### src/rtl/lock_reset_sequencer.sv
// Lock-qualified reset sequencer: synchronises PLL lock, waits for a stable
// settle window, then releases active-low domain resets one after another.
module lock_reset_sequencer #(
  parameter int NUM_OUT        = 4,
  parameter int SYNC_STAGES    = 2,
  parameter int SETTLE_CYCLES  = 1024,
  parameter int STAGGER_CYCLES = 16,
  parameter int CNT_W          = 8
) (
  input  logic               clk,
  input  logic               rst,
  input  logic               locked_in,
  input  logic               soft_rst,
  output logic [NUM_OUT-1:0] rstn_out,
  output logic               ready,
  output logic               lost_lock,
  output logic [CNT_W-1:0]   loss_count,
  output logic [2:0]         state_o
);

  localparam int REL_SPAN = (NUM_OUT - 1) * STAGGER_CYCLES + 1;
  localparam int CNT_MAX  = (SETTLE_CYCLES > REL_SPAN) ? SETTLE_CYCLES : REL_SPAN;
  localparam int CW       = $clog2(CNT_MAX + 1);
  localparam logic [CW-1:0] SETTLE_LAST = CW'(SETTLE_CYCLES - 1);

  typedef enum logic [1:0] {
    WAIT_LOCK = 2'd0,
    SETTLE    = 2'd1,
    RELEASE   = 2'd2,
    RUN       = 2'd3
  } state_t;

  state_t                 state_q, state_d;
  logic [SYNC_STAGES-1:0] sync_q, sync_d;
  logic [CW-1:0]          cnt_q, cnt_d;
  logic [NUM_OUT-1:0]     rstn_q, rstn_d;
  logic                   ready_q, ready_d;
  logic                   lost_q, lost_d;
  logic [CNT_W-1:0]       loss_q, loss_d;

  logic                   lock_s;
  logic [NUM_OUT-1:0]     rel_hit;

  assign lock_s = sync_q[SYNC_STAGES-1];

  // Bit gi of the reset vector is due when the release counter reaches gi*STAGGER.
  generate
    for (genvar gi = 0; gi < NUM_OUT; gi++) begin : g_rel_hit
      localparam logic [CW-1:0] HIT_AT = CW'(gi * STAGGER_CYCLES);
      assign rel_hit[gi] = (cnt_q == HIT_AT);
    end
  endgenerate

  always_comb begin
    sync_d  = {sync_q[SYNC_STAGES-2:0], locked_in};
    state_d = state_q;
    cnt_d   = cnt_q;
    rstn_d  = rstn_q;
    ready_d = ready_q;
    lost_d  = 1'b0;
    loss_d  = loss_q;

    case (state_q)
      WAIT_LOCK: begin
        rstn_d  = '0;
        ready_d = 1'b0;
        cnt_d   = '0;
        if (lock_s) begin
          state_d = SETTLE;
        end
      end

      SETTLE: begin
        if (!lock_s) begin
          // Drop before any release is only a failed settle, not a loss event.
          state_d = WAIT_LOCK;
          cnt_d   = '0;
        end else if (soft_rst) begin
          state_d = SETTLE;
          cnt_d   = '0;
          rstn_d  = '0;
          ready_d = 1'b0;
        end else if (cnt_q == SETTLE_LAST) begin
          state_d = RELEASE;
          cnt_d   = '0;
        end else begin
          cnt_d = cnt_q + CW'(1);
        end
      end

      RELEASE, RUN: begin
        if (!lock_s) begin
          state_d = WAIT_LOCK;
          cnt_d   = '0;
          rstn_d  = '0;
          ready_d = 1'b0;
          lost_d  = 1'b1;
          if (loss_q != {CNT_W{1'b1}}) begin
            loss_d = loss_q + CNT_W'(1);
          end
        end else if (soft_rst) begin
          state_d = SETTLE;
          cnt_d   = '0;
          rstn_d  = '0;
          ready_d = 1'b0;
        end else if (state_q == RELEASE) begin
          rstn_d = rstn_q | rel_hit;
          if (rel_hit[NUM_OUT-1]) begin
            state_d = RUN;
            ready_d = 1'b1;
            cnt_d   = '0;
          end else begin
            cnt_d = cnt_q + CW'(1);
          end
        end
      end

      default: begin
        state_d = WAIT_LOCK;
        cnt_d   = '0;
        rstn_d  = '0;
        ready_d = 1'b0;
      end
    endcase
  end

  always_ff @(posedge clk) begin
    if (rst) begin
      state_q <= WAIT_LOCK;
      sync_q  <= '0;
      cnt_q   <= '0;
      rstn_q  <= '0;
      ready_q <= 1'b0;
      lost_q  <= 1'b0;
      loss_q  <= '0;
    end else begin
      state_q <= state_d;
      sync_q  <= sync_d;
      cnt_q   <= cnt_d;
      rstn_q  <= rstn_d;
      ready_q <= ready_d;
      lost_q  <= lost_d;
      loss_q  <= loss_d;
    end
  end

  assign rstn_out   = rstn_q;
  assign ready      = ready_q;
  assign lost_lock  = lost_q;
  assign loss_count = loss_q;
  assign state_o    = {1'b0, state_q};

endmodule

### config.mk
export PLATFORM = sky130hd
export DESIGN_NAME = lock_reset_sequencer
export DESIGN_NICKNAME = d
export VERILOG_FILES = /design/src/rtl/lock_reset_sequencer.sv
export SDC_FILE = /design/constraint.sdc
export NUM_CORES = 1
export LEC_CHECK = 0
export ABC_AREA = 1
export BUFFER_PORTS_ARGS = -buffer_cell sky130_fd_sc_hd__buf_2
export CORE_ASPECT_RATIO = 0.8
export CORE_MARGIN = 4
export CORE_UTILIZATION = 30
export CTS_CLUSTER_SIZE = 24
export DETAILED_ROUTE_END_ITERATION = 12
export GPL_ROUTABILITY_DRIVEN = 0
export GPL_TIMING_DRIVEN = 0
export SETUP_SLACK_MARGIN = 0.5
export SLEW_MARGIN = 25
export SYNTH_ARGS = -nofsm -noshare
export SYNTH_HDL_FRONTEND = slang
export SYNTH_SLANG_ARGS = --single-unit
### constraint.sdc
create_clock -name clk -period 2.3 [get_ports clk]
set_clock_uncertainty 0.15 [all_clocks]
set_input_delay 0.46 -clock clk [delete_from_list [all_inputs] [get_ports clk]]
set_output_delay 0.46 -clock clk [all_outputs]
set_load 0.01 [all_outputs]
### After elaboration in Yosys (flattened, before gate mapping)

Index checks and enable logic that the tools add are counted.

* add/subtract/negate cells: 2
* multiply operators: 0
* divide/modulo/power cells: 0
* $lt $le $gt $ge: 0
* equal/unequal tests: 14
* shift-type cells: 0
* muxes and demuxes: 31
* bitwise operators: 3
* reduce and logical (&&, ||, !) cells: 8

Operator list (count)
* two-way mux 11 bit: 7
* one-hot mux 11 bit (3 select lines): 1
* == test 11 x 6 -> 1 bit (second input constant): 2
* two-way mux 4 bit: 5
* two-way mux 2 bit: 8
* != test 4 bit (second input constant): 3
* one-hot mux 4 bit (3 select lines): 1
* adder 11 x 1 -> 11 bit (second input constant): 1
* == test 11 x 10 -> 1 bit (second input constant): 1
* == test 11 x 5 -> 1 bit (second input constant): 1
* zero test 11 bit: 1
* adder 8 x 1 -> 8 bit (second input constant): 1
* != test 8 bit (second input constant): 1
* AND reduction 4 bit: 2
* two-way mux 1 bit: 7
* != test 2 bit (second input constant): 3
* one-hot mux 2 bit (3 select lines): 1
* AND reduction 3 bit: 2
* == test 2 bit (second input constant): 2
* OR 4 bit: 1
* OR reduction 2 bit: 2
* one-hot mux 1 bit (3 select lines): 1
* == test 2 x 1 -> 1 bit (second input constant): 1
* zero test 2 bit: 1
* inverter 1 bit: 2

* bits in registers: 29
* bits in latches: 0
* memory bits (writable): 0
* bits in read-only memories: 0
* input port bits: 4
* output and inout bits: 17
* memories kept: 0

### Logic depth before layout (Yosys ltp)

* word-level depth: 6
* gate-level depth with buffers: 10
* mapped depth without buffers: 10

### Worst setup path after synthesis

Ideal clock, no wire load.

* path kind: reg-to-reg
* from: reg loss_q[0] (netlist: loss_count[0])
* to: reg loss_q[0] (netlist: loss_count[0])
* setup time: 0.126 ns
* arrival time: 1.247 ns
* required time: 2.024 ns
* slack: 0.777 ns
* stages on the path, launching flop included: 9
* buffers on the path: 0
* period minus slack after synthesis: 1.523 ns
* cell sequence: dfxtp_1 > ha_1 > inv_1 > nor3_1 > nand2_1 > nand2_2 > inv_4 > o21ai_0 > a21oi_1

* cells in the longest elaborated chain, start to end: 2
* elaborated cells on any way between the ends: 3
* those cells by class: add/sub (1); eq/ne (1); reduce/logical (1)

RTL lines
* from (decl): RTL line 39 `logic [CNT_W-1:0] loss_q, loss_d;`
* from (signal assigned): RTL line 143 `loss_q <= loss_d;`
* parallel branches: the longest is 2 deep, another holds adder 8 x 1 -> 8 bit

Parallel ways; which one is timed is not known.
A chain may end at the register's enable or synchronous reset.

### Worst setup path after layout

* from: reg cnt_q[0]
* to: reg cnt_q[9]

* cells in the longest elaborated chain, start to end: 6
* elaborated cells on any way between the ends: 11
* those cells by class: add/sub (1); eq/ne (2); mux (8)

RTL lines
* from (decl): RTL line 35 `logic [CW-1:0] cnt_q, cnt_d;`
* from (signal assigned): RTL line 139 `cnt_q <= cnt_d;`
* adder 11 x 1 -> 11 bit / == test 11 x 6 -> 1 bit (equally long branches): RTL line 87, 113, 50
* two-way mux 11 bit: RTL line 108 `if (rel_hit[NUM_OUT-1]) begin`
* two-way mux 11 bit: RTL line 106 `end else if (state_q == RELEASE) begin`
* two-way mux 11 bit: RTL line 101 `end else if (soft_rst) begin`
* two-way mux 11 bit: RTL line 92 `if (!lock_s) begin`
* one-hot mux 11 bit (3 select lines) *: RTL line 63 `case (state_q)`

Every way passes the cells marked *; elsewhere a longest branch is shown, timed or not. The select of a mux whose other input is x is not followed.

==> impl_metrics.tcl <==
set metrics [dict create \
    outcome "completed" \
    h-tree-depth 2 \
    yosysSeqAreaShare_pct 36.7 \
    rsz0062_at_grt "true" \
    cts-root-buf "clkbuf_8" \
    clkTransAtPathRegs_ps 60 \
    vdd_ir_drop_max_v 0.000485 \
    postCtsHoldBufs 0 \
    final_nets 278 \
    final_common_cell "nand2_1" \
    vias 1566 \
    syn_area_um2 1580 \
    period_minus_slack_ps 1660 \
    preCtsSetupSlack_ps 604 \
    grt_pass1_wl_um 6200 \
    place_area_um2 1760 \
    worst_ep_arrival_time_ps 1650 \
    max_clock_freq_ghz 0.603 \
    postSynthCellCount 245 \
    hold_path.class "input pin to flip-flop" \
    drt_iter0_markers 73 \
    dieArea_um2 6510 \
    grt_overflow 0 \
    final_area_um2 1850 \
    slew_violations 0 \
    cap_violations 0 \
    cts_tree "yes" \
    vias_per_cell 4.69 \
    drtAntennaViolNets 0 \
    grt_antenna_before_repair 0 \
    die_x_um 89.2 \
    drive_gt1_share_pct 17.6 \
    final_cell_mix "nand2_1, inv_1, dfxtp_1" \
    wl_per_cell_um 10.9 \
    final-setup-viol-count 0 \
    end_kind "flip-flop" \
    power_density_nw_per_um2 714 \
    clock_sinks 29 \
    avgSynthCellArea_um2 6.46 \
    netlist_top_cells_area "dfxtp_1, nand2_1, inv_1, a21oi_1, nand3_1" \
    clock_latency_ps 280 \
    die_h_um 73.0 \
    coreArea_um2 5060 \
    slew_headroom_pct 66.0 \
    firstDrtPassIters 4 \
    finalHoldViolCount 0 \
    leakage_nw 0.851 \
    rrSetupSlack_ps 640 \
    insertedDiodeCount 0 \
    max_slew.worst_pin.slew_ps 510 \
    clockBufferDepth 2 \
    portBuffers 19 \
    syn_to_final_growth_pct 17.1 \
    first_global_vias 1385 \
    routed_wl_um 3660 \
    postCtsSetupBuffers 0 \
    critPathKind "flip-flop to flip-flop" \
    yosys_warnings 0 \
    yosys.area.top_type_share_pct 36.7 \
    synth-seq-cells 29 \
    synth_nets 252 \
    numCtsBuffers 5 \
    synth.distinct_cells 24 \
    gr-usage-all-layers_pct 12.3 \
    grt_max_degree 11 \
    drc 0 \
    cp_max_fo 7 \
    post-route-period-util_pct 72.1 \
    startpoint_type "flip-flop" \
    worstPathRequired_ps 2290 \
    hpwl_um 2750 \
    synth_top_area_cell "dfxtp_1" \
    fin_ws_ps 641 \
    placement_rows 23 \
    tns_ps 0 \
    initial_core_util_pct 31.2 \
    ios 21 \
]
registers in the layout, summed over array words and instances (netlist names):
name,cells
rstn_out,4
sync_q,2
lost_lock,1
loss_count,8
state_q,2
ready,1
cnt_q,11
per-stage QoR:
stage                     hold slack [ps]  util [%]  total power [mW]  cells
after detailed placement              251      34.7             0.929    326
after global placement                243      34.7             0.930    326
after global routing                  242      36.6              1.42    334
after CTS                             230      36.2              1.33    334
after floorplan                       238         -             0.823    245
final                                 231      36.6              1.32    334
power by group:
| part | internal (mW) | switching (mW) | leakage [nW] |
|---|---|---|---|
| logic | 0.110 | 0.235 | 0.576 |
| clock network | 0.214 | 0.182 | 0.0395 |
| registers | 0.544 | 0.0382 | 0.235 |
synthesized netlist by cell type (all sizes together):
cell / count
nand3: 21
o21ai: 7
o21bai: 1
xor2: 3
a21oi: 23
ha: 3
nand2: 69
nand4: 6
nand3b: 1
nor2: 29
dfxtp: 29
inv: 39
conb: 1
buf: 3
and2: 1
nor3: 8
clkbuf: 1
critical path, stage by stage, from the launching register on:
cell	delay, ps
dfxtp_1	400
ha_1	220
nand2_2	100
nor2_4	130
nand3_1	110
nand3_2	110
nand2_2	130
nand3_1	110
a21oi_1	60
routing by layer:
metal / up-vias / part of all wire, % / GRT usage, %
li1: 830 / - / -
met1: 695 / 51 / 17.2
met2: 36 / 41 / 17.9
met3: 5 / 6.8 / 3.72
met4: 0 / 1.2 / 3.97
met5: - / 0 / 0
worst paths after layout:
kind	start	endpoint	depth (start not counted)
setup / recovery	cnt_q[0]	cnt_q[9]	8
hold reg to reg	sync_q[0]	sync_q[1]	2
hold / removal	locked_in	sync_q[0]	3
setup reg to reg	cnt_q[0]	cnt_q[9]	8
final cells by class:
type	count	area, um^2
Fill cell	566	3210
Multi-Input combinational cell	173	848
Sequential cell	29	582
Inverter	39	149
Timing Repair Buffer	19	95.1
Clock buffer	8	80.1
Tap cell	62	77.6
Buffer	4	21.3
cell families after synthesis:
kind of cell / Yosys count / synth area share (%)
DFF: 29 / 36.7
AOI/OAI and AO/OA: 31 / 9.96
adders and majority gates: 3 / 2.37
xor gates and xnor gates: 3 / 1.66
and+or+nand+nor: 135 / 38.3
other: 1 / 0.237
buffers and inverters: 43 / 10.8
repair_timing:
action                                  in CTS  in global routing
endpoints found under the hold margin        0                  0
endpoints found under the setup margin       0                 11
gates resized for setup                      0                  6
Note: power is estimated with default switching activity, not from simulation.
